==> src/rtl/spi_pkg.sv <==
// spi_pkg: frame geometry, FSM state type and opcodes shared with the SPI receive stage
package spi_pkg;
  localparam int OPC_W   = 8;
  localparam int DATA_W  = 80;
  localparam int FRAME_W = OPC_W + DATA_W;
  typedef enum logic [1:0] {IDLE, SHIFT, GAP} state_e;
  localparam logic [OPC_W-1:0] OPC_NOP   = 8'h00;
  localparam logic [OPC_W-1:0] OPC_WRITE = 8'hA5;
  localparam logic [OPC_W-1:0] OPC_READ  = 8'h5A;
  localparam logic [OPC_W-1:0] OPC_CFG   = 8'hC3;
  localparam logic [OPC_W-1:0] OPC_RESET = 8'hFF;
endpackage

==> src/rtl/spi_down_cnt.sv <==
// spi_down_cnt: loadable down-counter shared by the bit and gap phases
module spi_down_cnt #(
  parameter int W = 8
) (
  input  logic         clk_spi,
  input  logic         rstb,
  input  logic         load_i,
  input  logic         dec_i,
  input  logic [W-1:0] val_i,
  output logic         zero_o
);
  logic [W-1:0] cnt_q, cnt_d;
  // load wins over decrement; hold otherwise
  always_comb cnt_d = load_i ? val_i : dec_i ? cnt_q - W'(1) : cnt_q;
  // counter register
  always_ff @(posedge clk_spi or negedge rstb)
    if (!rstb) cnt_q <= '0;
    else cnt_q <= cnt_d;
  assign zero_o = (cnt_q == '0);
endmodule

==> src/rtl/spi_frame_tx.sv <==
// spi_frame_tx: SPI master frame serializer, cs low for FRAME_W cycles then a guaranteed cs-high gap
module spi_frame_tx
  import spi_pkg::*;
#(
  parameter int GAP_CYCLES = 7,
  parameter int CNT_W      = 16
) (
  input  logic              clk_spi,
  input  logic              rstb,
  input  logic              tx_valid,
  output logic              tx_ready,
  input  logic [OPC_W-1:0]  tx_opcode,
  input  logic [DATA_W-1:0] tx_data,
  output logic              cs,
  output logic              spi_mosi,
  output logic              busy,
  output logic              frame_done,
  output logic [CNT_W-1:0]  frames_sent
);
  localparam int CW = 8;
  state_e state_q, state_d;
  logic [FRAME_W-1:0] shift_q, shift_d;
  logic cs_q, cs_d, mosi_q, mosi_d, busy_q, busy_d, done_q, done_d;
  logic [CNT_W-1:0] frames_q, frames_d;
  logic cnt_load, cnt_dec, cnt_zero;
  logic [CW-1:0] cnt_val;

  spi_down_cnt #(.W(CW)) u_cnt (
    .clk_spi(clk_spi),
    .rstb(rstb),
    .load_i(cnt_load),
    .dec_i(cnt_dec),
    .val_i(cnt_val),
    .zero_o(cnt_zero)
  );

  // state register
  always_ff @(posedge clk_spi or negedge rstb)
    if (!rstb) state_q <= IDLE;
    else state_q <= state_d;

  // next state: accept in IDLE, leave SHIFT/GAP when the shared counter expires
  always_comb
    state_d = state_q == IDLE  ? (tx_valid ? SHIFT : IDLE) :
              state_q == SHIFT ? (cnt_zero ? GAP : SHIFT) :
                                 (cnt_zero ? IDLE : GAP);

  // datapath and registered-output next values
  always_comb begin
    shift_d  = shift_q;
    cs_d     = cs_q;
    mosi_d   = mosi_q;
    done_d   = 1'b0;
    frames_d = frames_q;
    cnt_load = 1'b0;
    cnt_dec  = 1'b0;
    cnt_val  = CW'(FRAME_W - 1);
    busy_d   = (state_d != IDLE);
    case (state_q)
      IDLE: if (tx_valid) begin
        shift_d  = {tx_opcode, tx_data};
        cs_d     = 1'b0;
        mosi_d   = tx_opcode[OPC_W-1];
        cnt_load = 1'b1;
      end
      SHIFT: if (!cnt_zero) begin
        shift_d = shift_q << 1;
        mosi_d  = shift_q[FRAME_W-2];
        cnt_dec = 1'b1;
      end else begin
        cs_d     = 1'b1;
        mosi_d   = 1'b0;
        done_d   = 1'b1;
        frames_d = frames_q + CNT_W'(1);
        cnt_load = 1'b1;
        cnt_val  = CW'(GAP_CYCLES - 1);
      end
      default: cnt_dec = !cnt_zero;
    endcase
  end

  // datapath and output registers; reset forces cs high immediately, abandoning any frame
  always_ff @(posedge clk_spi or negedge rstb)
    if (!rstb) begin
      shift_q  <= '0;
      cs_q     <= 1'b1;
      mosi_q   <= 1'b0;
      busy_q   <= 1'b0;
      done_q   <= 1'b0;
      frames_q <= '0;
    end else begin
      shift_q  <= shift_d;
      cs_q     <= cs_d;
      mosi_q   <= mosi_d;
      busy_q   <= busy_d;
      done_q   <= done_d;
      frames_q <= frames_d;
    end

  assign tx_ready    = (state_q == IDLE);
  assign cs          = cs_q;
  assign spi_mosi    = mosi_q;
  assign busy        = busy_q;
  assign frame_done  = done_q;
  assign frames_sent = frames_q;
endmodule

==> config.mk <==
export PLATFORM = sky130hd
export DESIGN_NAME = spi_frame_tx
export DESIGN_NICKNAME = d
export VERILOG_FILES = /design/src/rtl/spi_pkg.sv /design/src/rtl/spi_down_cnt.sv /design/src/rtl/spi_frame_tx.sv
export SDC_FILE = /design/constraint.sdc
export NUM_CORES = 1
export LEC_CHECK = 0
export BUFFER_PORTS_ARGS = -buffer_cell sky130_fd_sc_hd__buf_2
export CORE_MARGIN = 4
export CORE_UTILIZATION = 40
export CTS_BUF_LIST = sky130_fd_sc_hd__clkbuf_16
export DETAILED_ROUTE_END_ITERATION = 16
export PLACE_DENSITY_LB_ADDON = 0.2
export SLEW_MARGIN = 20
export SYNTH_ARGS = -nofsm -noshare
export SYNTH_HDL_FRONTEND = slang
export SYNTH_SLANG_ARGS = --single-unit
==> constraint.sdc <==
create_clock -name clk_spi -period 2.9 [get_ports clk_spi]
set_input_delay 0.725 -clock clk_spi [delete_from_list [all_inputs] [get_ports clk_spi]]
set_output_delay 0.725 -clock clk_spi [all_outputs]
set_load 0.005 [all_outputs]
* After elaboration in Yosys (flattened, before gate mapping)
Index checks and enable logic that the tools add are counted.
W data, S select, Z words.
** Cells by class
- Eq/ne operators :: 4
- Muxes and demuxes :: 24
- Add/sub/neg operators :: 2
- Reduce and logical (&&, ||, !) cells :: 10
** Operator list (number)
- $mux W87 :: 2
- $pmux W87 S2 :: 1
- $add A16 B1 Y16 const B :: 1
- $mux W8 :: 2
- $mux W7 :: 2
- $mux W1 :: 9
- $logic_not A8 Y1 :: 1
- $mux W2 :: 4
- $pmux W1 S2 :: 4
- $sub A8 B1 Y8 const B :: 1
- $ne A2 B2 Y1 const B :: 3
- $reduce_and A3 Y1 :: 2
- $reduce_bool A2 Y1 :: 3
- $reduce_and A2 Y1 :: 2
- $eq A2 B1 Y1 const B :: 1
- $logic_not A2 Y1 :: 1
- $logic_not A1 Y1 :: 1
** Word-level totals
- Input port bits :: 91
- Register bits after elaboration :: 117
- Output and inout port bits :: 21
- Logic and storage cells :: 48

* Logic depth before layout (Yosys ltp)
- Word-level depth :: 5
- Mapped depth :: 11
- Depth with buffers taken out :: 9

* Modules after synthesis
From an unflattened synthesis, not the netlist that was laid out.
** Second synthesis, totals
- Cells, all modules :: 518
- Area, all modules :: 5484.0 um^2
** Modules (own cells, without submodules)
- spi_frame_tx :: area each 5023.6 um^2, seq. area each 2728.9 um^2, cells an instance 469, instances 1
- spi_down_cnt :: area each 460.4 um^2, seq. area each 200.2 um^2, cells an instance 49, instances 1

* Worst setup path before layout
OpenSTA, ideal clock, no wires.
- Path kind :: flip-flop to flip-flop
- Start :: register u_cnt.cnt_q[4]
- End :: register frames_q[13], in the netlist frames_sent[13]
- Path buffers :: 2
- Required time :: 2.776 ns
- Stages on the path, launching flop included :: 11
- Path slack :: 0.037 ns
- Clock period less this slack :: 2.863 ns
- Library setup time :: 0.124 ns
- Data arrival time :: 2.739 ns
- Cell sequence :: dfrtp_1 > or4_4 > or4b_1 > buf_2 > inv_1 > ha_1 > and4_1 > and3_1 > clkbuf_1 > nand4_1 > xnor2_1
** Between the ends
- Word-level cells in the longest chain between the ends :: 2
** Ends and longest elaborated chain
- from (decl) :: line spi_down_cnt.sv:12 : logic [W-1:0] cnt_q, cnt_d;
- from (signal assigned) :: line spi_down_cnt.sv:18 : else cnt_q <= cnt_d;
- $logic_not A8 Y1 :: line spi_down_cnt.sv:19 : assign zero_o = (cnt_q == '0);
- $reduce_and A2 Y1 (no line)
- to (signal assigned) :: line spi_frame_tx.sv:97 : frames_q <= frames_d;
- to (decl) :: line spi_frame_tx.sv:24 : logic [CNT_W-1:0] frames_q, frames_d;
Every way passes these cells.
A chain may end at the register's enable or synchronous reset.

* Worst setup path after layout
Ends and elaborated chain as after synthesis.

==> flow_metrics.env <==
export IMPL_vias=3514
export IMPL_post_cts_resized=0
export IMPL_place_congestion=0.748
export IMPL_ys_ff_latch=117
export IMPL_clockBufferDepth=2
export IMPL_cts_setup_buffers=0
export IMPL_hold_violations=0
export IMPL_postCtsHoldBufs=0
export IMPL_required_ns=3.19
export IMPL_path_class="flop to flop"
export IMPL_drt_total_wl_um=10900
export IMPL_drt_iter0_markers=145
export IMPL_portBuffers=111
export IMPL_num_rows=43
export IMPL_drc_errors=0
export IMPL_clk_transition_reported_paths_ns=0.05
export IMPL_setup_viol=0
export IMPL_viasPerCell=4.91
export IMPL_synthArstFlopShare_pct=100
export IMPL_final_util_pct=51.1
export IMPL_cts_made_buffers=17
export IMPL_maxSlewViolCount=0
export IMPL_grt_usage_pct=14.4
export IMPL_cap_violations=0
export IMPL_synth_flop_cell="dfrtp_1"
export IMPL_syn_inst=402
export IMPL_ir_drop_mv=0.435
export IMPL_antenna_left=0
export IMPL_nets=621
export IMPL_yosys_warnings=0
export IMPL_synth_avg_cell_area_um2=14.0
export IMPL_fp_dieW_um=127
export IMPL_synth_most_common_cell="mux2_2"
export IMPL_end_kind="flop"
export IMPL_synth_top_area_share_pct=51.5
export IMPL_worstPathArrival_ns=3.06
export IMPL_crit_chain="or4_4, or4b_1, inv_1, ha_1, and4_1, and3_2, nand4_1, xnor2_1"
export IMPL_power_density_nw_per_um2=917
export IMPL_synth_area_top_cells="dfrtp_1, mux2_2, mux2_1"
export IMPL_area_growth_pct=25.2
export IMPL_yosys_area_top_type="dfrtp_1"
export IMPL_grt_setup_unrepaired="no"
export IMPL_grt_pass1_vias=3742
export IMPL_skew_ns=0.00816
export IMPL_overflow=0
export IMPL_synth_seq_area_share_pct=51.9
export IMPL_path_max_fanout=5
export IMPL_cp_num_buf_inv=1
export IMPL_core_area_um2=13800
export IMPL_clkSinkCount=117
export IMPL_finalSetupTns_ns=0
export IMPL_synthesis_nets=499
export IMPL_tritoncts="yes"
export IMPL_fin_crit_sh_pct=95.5
export IMPL_synth_edff_count=0
export IMPL_grt_max_degree=45
export IMPL_relSlewSlack_pct=64.2
export IMPL_crit_path_top_delay_cell="or4_4"
export IMPL_clk_latency_ns=0.41
export IMPL_synth_cell_type_count=39
export IMPL_pin_count=112
export IMPL_cp_slowest_stage_delay_ns=0.57
export IMPL_htreeDepth=4
export IMPL_die_height_um=127
export IMPL_first_pass_iters=4
export IMPL_leakage_nw=3.22
export IMPL_grt_antenna_before_repair=1
export IMPL_layout_min_cycle_time_ns=2.77
export IMPL_fmax_ghz=0.361
export IMPL_initial_core_util_pct=40.8
export IMPL_cp_top_family="simple AND/OR/NAND/NOR gates"
export IMPL_drive_gt1_share_pct=56.0
export IMPL_worst_slew_pin_slew_ns=0.536
export IMPL_hold_path_class="input port to async pin"
export IMPL_outcome="completed"
export IMPL_dp_hpwl_um=7670
export IMPL_grt_pass1_wl_um=18400
export IMPL_synthesis_area_um2=5640
export IMPL_die_area_um2=16100
export IMPL_cts_root_buf="clkbuf_16"
export IMPL_synth_commonest_cells="mux2_2, dfrtp_1, mux2_1"
export IMPL_num_antenna_cells=0
export IMPL_wl_per_cell_um=15.2
export IMPL_cp_start_kind="flop"
[area by class of cell]
cell class                      instances  area [um2]
Clock buffer                           17         425
Clock inverter                         14         168
Fill cell                            1216        6770
Inverter                                3        11.3
Multi-Input combinational cell        261        2590
Sequential cell                       117        2930
Tap cell                              180         225
Timing Repair Buffer                  124         706
[metal layers]
layer  wire (um)  global-route usage (%)
met5          13                       0
met4         182                    5.87
met3         731                    5.81
met2        4990                    22.0
met1        5000                    18.1
[per-stage QoR]
| step | hold slack, ns | cell area [um2] | power [W] | worst slack, ns | cells |
|---|---|---|---|---|---|
| global route | 0.314 | 7060 | 0.00687 | 0.00637 | 716 |
| global placement | 0.469 | 6460 | 0.00431 | 0.196 | 685 |
| finish | 0.283 | 7060 | 0.00647 | 0.131 | 716 |
| detailed placement | 0.467 | 6460 | 0.00442 | 0.114 | 685 |
| floorplan | 0.429 | 5640 | 0.00394 | 0.0373 | 402 |
| CTS | 0.288 | 7060 | 0.00657 | 0.0915 | 716 |
[logic make-up (layout without fill, tap and decap cells)]
family / count (synthesis) / in the layout / share of synthesized area (%)
flops: 117 / 117 / 51.9
simple gates: 47 / 47 / 4.88
compound gates: 15 / 15 / 1.93
buf+inv: 24 / 158 / 2.20
mux: 176 / 176 / 35.1
fa+ha+maj: 6 / 6 / 1.33
xor+xnor: 17 / 17 / 2.64
[report_power, final]
part | internal [W] | switching (W)
logic | 0.00102 | 0.000640
registers | 0.00235 | 0.000351
clock network | 0.00141 | 0.000710
[sequential cells by signal, summed over array words and instances, names as in the netlist]
name	count
u_cnt.cnt_q	8
shift_q	87
frames_sent	16
busy	1
spi_mosi	1
cs	1
state_q	2
frame_done	1
[cell usage in the layout, fill, tap and decap left out, types with 4 or more instances in the layout]
master,netlist,final
nand2_1,11,11
xor2_1,4,4
dfrtp_1,116,116
clkbuf_16,0,17
o21ai_0,4,4
mux2_1,29,29
buf_2,6,110
or3_1,4,4
bufinv_16,0,4
ha_1,6,6
clkinv_1,0,4
inv_1,3,4
clkinv_2,0,4
nand3_1,7,7
xnor2_1,13,13
mux2_2,144,144
and3_1,5,4
buf_12,0,4
buf_4,1,10
[worst paths after layout]
check / endpoint / startpoint / slack (ns) / cells after the start
min in group clk_spi: frames_sent[15] / frames_sent[15] / 0.47 / 1
hold reg to reg: frames_sent[15] / frames_sent[15] / 0.47 / 1
hold / removal: frames_sent[3] / rstb / 0.28 / 1
max in group asynchronous: cs / rstb / 1.98 / 2
setup reg to reg: frames_sent[13] / u_cnt.cnt_q[4] / 0.13 / 8
setup / recovery: frames_sent[13] / u_cnt.cnt_q[4] / 0.13 / 8
Note: power is estimated with default switching activity, not from simulation.
